$ cat src/rtl/imm_gen_pkg.sv
// rtl/imm_gen_pkg.sv - format codes, opcode map and immediate decode for imm_gen_pipe
package imm_gen_pkg;

  localparam logic [2:0] FMT_R    = 3'd0;
  localparam logic [2:0] FMT_I    = 3'd1;
  localparam logic [2:0] FMT_S    = 3'd2;
  localparam logic [2:0] FMT_B    = 3'd3;
  localparam logic [2:0] FMT_U    = 3'd4;
  localparam logic [2:0] FMT_J    = 3'd5;
  localparam logic [2:0] FMT_NONE = 3'd7;

  localparam logic [6:0] OPC_LOAD   = 7'b0000011;
  localparam logic [6:0] OPC_OPIMM  = 7'b0010011;
  localparam logic [6:0] OPC_JALR   = 7'b1100111;
  localparam logic [6:0] OPC_SYSTEM = 7'b1110011;
  localparam logic [6:0] OPC_STORE  = 7'b0100011;
  localparam logic [6:0] OPC_BRANCH = 7'b1100011;
  localparam logic [6:0] OPC_LUI    = 7'b0110111;
  localparam logic [6:0] OPC_AUIPC  = 7'b0010111;
  localparam logic [6:0] OPC_JAL    = 7'b1101111;
  localparam logic [6:0] OPC_OP     = 7'b0110011;

  typedef struct packed {
    logic [2:0]  fmt;
    logic [31:0] imm;
  } dec_t;

  // Shift-immediates stay raw I-type: funct7 lands in imm[11:5] untouched.
  function automatic dec_t decode_imm(input logic [31:0] instr);
    dec_t d;
    d.fmt = FMT_NONE;
    d.imm = '0;
    case (instr[6:0])
      OPC_LOAD, OPC_OPIMM, OPC_JALR, OPC_SYSTEM: begin
        d.fmt = FMT_I;
        d.imm = {{20{instr[31]}}, instr[31:20]};
      end
      OPC_STORE: begin
        d.fmt = FMT_S;
        d.imm = {{20{instr[31]}}, instr[31:25], instr[11:7]};
      end
      OPC_BRANCH: begin
        d.fmt = FMT_B;
        d.imm = {{19{instr[31]}}, instr[31], instr[7], instr[30:25], instr[11:8], 1'b0};
      end
      OPC_LUI, OPC_AUIPC: begin
        d.fmt = FMT_U;
        d.imm = {instr[31:12], 12'b0};
      end
      OPC_JAL: begin
        d.fmt = FMT_J;
        d.imm = {{11{instr[31]}}, instr[31], instr[19:12], instr[20], instr[30:21], 1'b0};
      end
      OPC_OP: begin
        d.fmt = FMT_R;
        d.imm = '0;
      end
      default: begin
        d.fmt = FMT_NONE;
        d.imm = '0;
      end
    endcase
    return d;
  endfunction

  // JALR is excluded: its target depends on rs1, which never reaches this block.
  function automatic logic has_target(input logic [6:0] opc);
    return (opc == OPC_BRANCH) || (opc == OPC_JAL) || (opc == OPC_AUIPC);
  endfunction

endpackage

$ cat src/rtl/imm_gen_stage.sv
// rtl/imm_gen_stage.sv - one elastic valid/ready register slice with flush
module imm_gen_stage #(
  parameter int W = 8
) (
  input  logic         clk,
  input  logic         rst_n,
  input  logic         flush,
  input  logic         in_valid,
  output logic         in_ready,
  input  logic [W-1:0] in_data,
  output logic         out_valid,
  input  logic         out_ready,
  output logic [W-1:0] out_data
);

  logic         v;
  logic [W-1:0] data;
  logic         adv;

  assign adv       = !v || out_ready;
  assign in_ready  = flush || adv;
  assign out_valid = v;
  assign out_data  = data;

  always_ff @(posedge clk or negedge rst_n) begin
    if (!rst_n) begin
      v    <= 1'b0;
      data <= '0;
    end else if (flush) begin
      v <= 1'b0;
    end else if (adv) begin
      v <= in_valid;
      if (in_valid) begin
        data <= in_data;
      end
    end
  end

endmodule

$ cat src/rtl/imm_gen_pipe.sv
// rtl/imm_gen_pipe.sv - elastic ID-stage immediate generator with pc-relative target
module imm_gen_pipe
  import imm_gen_pkg::*;
#(
  parameter int XLEN        = 32,
  parameter int PIPE_STAGES = 1
) (
  input  logic            clk,
  input  logic            rst_n,
  input  logic            flush,
  input  logic            in_valid,
  output logic            in_ready,
  input  logic [31:0]     in_instr,
  input  logic [XLEN-1:0] in_pc,
  output logic            out_valid,
  input  logic            out_ready,
  output logic [XLEN-1:0] out_imm,
  output logic [2:0]      out_fmt,
  output logic [XLEN-1:0] out_target,
  output logic            out_tgt_vld,
  output logic            out_illegal
);

  // aux carries the pc between stages when the add is deferred, else the target.
  typedef struct packed {
    logic [XLEN-1:0] imm;
    logic [2:0]      fmt;
    logic [XLEN-1:0] aux;
    logic            tgt_vld;
    logic            illegal;
  } pay_t;

  localparam int PW = $bits(pay_t);

  dec_t            dec;
  logic [XLEN-1:0] imm_x;
  logic            tv;
  pay_t            s0_in;
  pay_t            s0_out;
  pay_t            last_out;
  logic            s0_valid;
  logic            s0_ready_dn;
  logic            last_valid;

  always_comb begin
    dec   = decode_imm(in_instr);
    imm_x = XLEN'($signed(dec.imm));
    tv    = has_target(in_instr[6:0]);
    s0_in.imm     = imm_x;
    s0_in.fmt     = dec.fmt;
    s0_in.tgt_vld = tv;
    s0_in.illegal = (dec.fmt == FMT_NONE);
    if (PIPE_STAGES == 1) begin
      s0_in.aux = tv ? in_pc + imm_x : '0;
    end else begin
      s0_in.aux = in_pc;
    end
  end

  imm_gen_stage #(.W(PW)) u_s0 (
    .clk       (clk),
    .rst_n     (rst_n),
    .flush     (flush),
    .in_valid  (in_valid),
    .in_ready  (in_ready),
    .in_data   (s0_in),
    .out_valid (s0_valid),
    .out_ready (s0_ready_dn),
    .out_data  (s0_out)
  );

  generate
    if (PIPE_STAGES == 2) begin : g_two
      pay_t s1_in;

      always_comb begin
        s1_in     = s0_out;
        s1_in.aux = s0_out.tgt_vld ? s0_out.aux + s0_out.imm : '0;
      end

      imm_gen_stage #(.W(PW)) u_s1 (
        .clk       (clk),
        .rst_n     (rst_n),
        .flush     (flush),
        .in_valid  (s0_valid),
        .in_ready  (s0_ready_dn),
        .in_data   (s1_in),
        .out_valid (last_valid),
        .out_ready (out_ready),
        .out_data  (last_out)
      );
    end else begin : g_one
      assign s0_ready_dn = out_ready;
      assign last_valid  = s0_valid;
      assign last_out    = s0_out;
    end
  endgenerate

  assign out_valid   = last_valid;
  assign out_imm     = last_out.imm;
  assign out_fmt     = last_out.fmt;
  assign out_target  = last_out.aux;
  assign out_tgt_vld = last_out.tgt_vld;
  assign out_illegal = last_out.illegal;

endmodule

$ cat config.mk
export PLATFORM = sky130hd
export DESIGN_NAME = imm_gen_pipe
export DESIGN_NICKNAME = d
export VERILOG_FILES = /design/src/rtl/imm_gen_pkg.sv /design/src/rtl/imm_gen_stage.sv /design/src/rtl/imm_gen_pipe.sv
export SDC_FILE = /design/constraint.sdc
export NUM_CORES = 1
export LEC_CHECK = 0
export ABC_AREA = 1
export BUFFER_PORTS_ARGS = -buffer_cell sky130_fd_sc_hd__buf_2
export CAP_MARGIN = 25
export CORE_MARGIN = 2
export CORE_UTILIZATION = 40
export DETAILED_ROUTE_END_ITERATION = 7
export PLACE_DENSITY_LB_ADDON = 0.08
export SETUP_SLACK_MARGIN = 0.05
export SLEW_MARGIN = 30
export SYNTH_ARGS = -nofsm -noshare
export SYNTH_HDL_FRONTEND = slang
export SYNTH_SLANG_ARGS = --single-unit
$ cat constraint.sdc
create_clock -name clk -period 1.5 [get_ports clk]
set_input_delay 0.075 -clock clk [delete_from_list [all_inputs] [get_ports clk]]
set_output_delay 0.075 -clock clk [all_outputs]
set_load 0.03 [all_outputs]
# Word level (Yosys, flattened, before mapping)
# Cells that the tools add are included.
[totals] regBits=70 in_bits=69 output_inout_bits=71 wordCells=28
[op_classes] add_sub_neg=1 n_eq_ne=11 muxes=4 bitwise=1 reduce_logical=9
[ops] operator="35-bit one-hot mux with 6 select lines" count=1
[ops] operator="32-bit adder" count=1
[ops] operator="32-bit two-way mux" count=1
[ops] operator="7-bit equality test, second input constant" count=4
[ops] operator="7-bit by 6-bit equality test with 1-bit output, second input constant" count=3
[ops] operator="7-bit by 5-bit equality test with 1-bit output, second input constant" count=2
[ops] operator="7-bit by 2-bit equality test with 1-bit output, second input constant" count=1
[ops] operator="1-bit logical OR" count=4
[ops] operator="4-bit OR reduction" count=1
[ops] operator="3-bit equality test, second input constant" count=1
[ops] operator="3-bit AND reduction" count=1
[ops] operator="1-bit two-way mux" count=2
[ops] operator="2-bit nonzero test" count=1
[ops] operator="2-bit OR reduction" count=1
[ops] operator="1-bit logical NOT" count=1
[ops] operator="1-bit NOT" count=1

# Longest topological paths before layout
[depth] ltp_word=5 ltp_mapped=22 ltp_nobuf=21

# Modules after synthesis
# A second synthesis with hierarchy kept.
[hier_totals] cells_unflattened=909 hier_area_um2=5849.4
[by_module_without_submodules] mod="imm_gen_pipe" instances=1 cells_per_inst=604 area_each_um2=3088.0 seq_area_each_um2=0.0
[by_module_without_submodules] mod="imm_gen_stage" instances=1 cells_per_inst=305 area_each_um2=2761.4 seq_area_each_um2=1751.7

# Worst setup path after synthesis
# No wires, ideal clock.
[synth_timing] kind="input-to-reg" from="input port in_instr[1]" to="register u_s0.data[29], in the netlist u_s0.out_data[29]" setup_ps=117 t_arrival_ps=2085 required_time_ps=1383 setup_slack_ps=-702 cell_stages=15 n_path_buf=1 path_cell_list="nand2_2 nor2_4 nand2_2 clkbuf_1 o21ai_2 ha_1 nand2_1 nor2_1 nand2_1 nor4_1 nand2_1 nand2_1 nand2_1 nand3_1 nand2_1"
[synth_lines] element="start: declaration" line_no="imm_gen_pipe.sv:13" rtl="input logic [31:0] in_instr,"
[synth_lines] element="end signal: assignment" line_no="imm_gen_stage.sv:34" rtl="data <= in_data;"
[synth_lines] element="end: declaration" line_no="imm_gen_stage.sv:17" rtl="logic [W-1:0] data;"

==> results.sh <==
export IMPL_status="complete, but fails checks"
export IMPL_violations="setup timing"
export IMPL_pre_cts_slack_ns=-1.179
export IMPL_hold_viol=0
export IMPL_grtUsageTotal_pct=30.06
export IMPL_cp_required_ns=1.74
export IMPL_ys_seq_area_share_pct=31.87
export IMPL_critPathMaxFanout=6
export IMPL_power_mw=5.866
export IMPL_first_pass_iters=5
export IMPL_dieWidth_um=121.2
export IMPL_numPortBuffers=139
export IMPL_timing_final_crit_share_pct=143.5
export IMPL_antenna_cells=0
export IMPL_cts_buffers=9
export IMPL_hold_start="out_ready"
export IMPL_ys_ff_latch=70
export IMPL_wire_per_inst_um=16.99
export IMPL_whs_endpoint="u_s0.out_valid"
export IMPL_antenna_found_initial=0
export IMPL_core_sq_um=13350
export IMPL_fin_worst_skew_ns=0.005876
export IMPL_synth_edff_count=0
export IMPL_r2r_start="u_s0.out_valid"
export IMPL_final_cells=1349
export IMPL_gr_total_overflow=0
export IMPL_worst_slack_ns=-0.6518
export IMPL_cp_end_kind="flip-flop"
export IMPL_drive_above_1_share_pct=54.13
export IMPL_reg2reg_slack_ns=0.07
export IMPL_gp_congestion=0.9027
export IMPL_netlist_instances=847
export IMPL_post_synth_cell_area_avg_sq_um=6.489
export IMPL_p_per_area_nw_per_um2=586.9
export IMPL_async_reset_ff_share_pct=100.0
export IMPL_clkSlewWorstSetupHoldPaths_ns=0.06
export IMPL_rsz0062_at_grt="yes"
export IMPL_max_cap_violations=0
export IMPL_finalCriticalPeriod_ns=2.152
export IMPL_finalNetCount=1269
export IMPL_post_dp_hpwl_um=15860
export IMPL_rr_worst_depth=8
export IMPL_die_h_um=121.2
export IMPL_place_inst=1293
export IMPL_hold_class="input pin to flip-flop"
export IMPL_cts_tree="built"
export IMPL_p_leak_nw=5.538
export IMPL_cts_root_buffer="clkbuf_16"
export IMPL_multi_input_area_sq_um=4868
export IMPL_grt_pass1_vias=6619
export IMPL_vdd_ir_drop_max_mv=0.4964
export IMPL_syn_area_sq_um=5497
export IMPL_clock_latency_ns=0.36
export IMPL_io_pin_count=140
export IMPL_critPathLaunchType="input pin"
export IMPL_critical_path_class="input pin to flip-flop"
export IMPL_vias=6906
export IMPL_grt_pass1_wl_um=33910
export IMPL_final_antenna_net_count=0
export IMPL_whs_path_depth=4
export IMPL_dieArea_sq_um=14700
export IMPL_viasPerCell=5.119
export IMPL_initial_core_util_pct=41.18
export IMPL_setup_viol=30
export IMPL_cts_htree_levels=3
export IMPL_r2r_end="u_s0.out_data[21]"
export IMPL_drt_initial_drc_count=528
export IMPL_nFillCells=994
export IMPL_drv_slew=0
export IMPL_wirelength_um=22920
export IMPL_numClockSinks=70
export IMPL_drc=0
export IMPL_clk_path_buf_depth=2
export IMPL_seq_area_sq_um=1752
export IMPL_synth_main_ff_cell="dfrtp_1"
export IMPL_syn_to_final_growth_pct=81.86
export IMPL_syn_nets=948
export IMPL_relSlewSlack_pct=73.98
export IMPL_max_freq_mhz=464.7
export IMPL_grt_max_degree=71
export IMPL_tightest_slew_ns=0.3903
export IMPL_synthDistinctLibCells=41
export IMPL_row_count=42
export IMPL_arrival_ns=2.39
export IMPL_yosys_warnings=0
cell usage after synthesis, drive strengths merged, types with 7 or more instances:
master / instances / area (sq um)
nand4: 12 / 75.07
nand3: 65 / 355.3
nor2: 67 / 302.8
nand2: 375 / 1469
buf: 10 / 72.57
ha: 31 / 387.9
inv: 104 / 390.4
clkbuf: 8 / 30.03
nor3: 9 / 45.04
dfrtp: 70 / 1752
o21ai: 38 / 227.7
xnor2: 7 / 61.31
a21oi: 32 / 175.2
per-layer routing:
metal | vias to the layer above | global-route usage (%) | routed length, um
met2 | 274 | 49.47 | 10810
met4 | 0 | 10.13 | 665
met5 | - | 0 | 0
met1 | 3250 | 41.19 | 9927
li1 | 3334 | - | -
met3 | 48 | 3.289 | 1510
worst max-delay path, cell delays in order:
cell	delay [ns]
buf_8	0.11
inv_4	0.05
nand2_4	0.06
nor2_8	0.14
buf_6	0.12
nand2_4	0.06
nand2_8	0.09
nor2_4	0.05
nand3_4	0.08
nand3_4	0.14
buf_12	0.19
o21ai_4	0.07
ha_4	0.26
a21oi_4	0.20
buf_4	0.15
o21bai_4	0.07
nand2_1	0.06
nand2_1	0.06
a21oi_2	0.15
nand3_1	0.09
nand3_1	0.09
nand2_1	0.05
power breakdown:
group,switching [mW],internal (mW),total (mW),leakage (nW)
clock network,0.937,1.34,2.28,0.145
registers,0.0312,1.94,1.97,0.956
logic,0.934,0.679,1.61,4.44
total,1.90,3.96,5.87,5.54
cell usage in the layout (no fill, tap or decap), drive strengths merged:
master         n
a21o           1
a21oi         32
a22o           2
a31oi          3
a41oi          1
and2           1
buf          326
bufinv         1
clkbuf        11
clkinv         2
clkinvlp       2
dfrtp         70
dlygate4sd3    1
fa             1
ha            31
inv          105
nand2        375
nand3         65
nand3b         3
nand4         12
nor2          67
nor3           9
nor4           2
o21a           1
o21ai         38
o21bai         3
o221ai         1
xnor2          7
registers in the layout (all words and copies together) (netlist names):
register / count
u_s0.out_valid: 1
u_s0.out_data: 69
final cells by class:
cell class	count	area share [%]
tap	176	2.203
clock inverter	6	0.6759
sequential	70	17.52
multi-input combinational	655	48.70
timing repair buffer	328	24.16
clock buffer	10	2.391
inverter	104	4.343
repair_timing:
action,4_1_cts,5_1_grt
hold buffers,1,0
buffers inserted,20,21
resized for setup,213,141
setup endpoints to repair,31,31
pin swaps,72,100
gates cloned,0,1
endpoints found under the hold margin,70,0
cells by family (layout without fill, tap and decap cells):
group | count (synthesis) | in the layout | share of synthesized area, %
AOI/OAI and AO/OA | 82 | 82 | 8.992
xor gates and xnor gates | 7 | 7 | 1.115
adders and majority gates | 32 | 32 | 7.421
buffers and inverters | 122 | 448 | 8.969
DFF | 70 | 70 | 31.87
and+or+nand+nor | 534 | 534 | 41.63
worst max-delay path by stage:
| stage | endpoint | start |
|---|---|---|
| after floorplan | u_s0.out_data[29] | in_instr[6] |
| after global placement | u_s0.out_data[27] | in_instr[3] |
| after detailed placement | u_s0.out_data[13] | in_instr[3] |
| after CTS | u_s0.out_data[28] | in_instr[4] |
| after global routing | u_s0.out_data[27] | in_instr[1] |
| final | u_s0.out_data[30] | in_instr[4] |
per-stage QoR:
step	hold slack [ns]	util, %	setup TNS [ns]	area [sq um]
floorplan	-0.2206	-	-12.54	5847
global placement	0.1345	58.92	-31.47	7865
detailed placement	0.1327	58.92	-33.45	7865
CTS	0.01067	69.55	-14.02	9284
global route	0.03667	74.89	-18.87	9996
finish	0.006455	74.89	-15.47	9996
(Power assumes the default switching activity.)
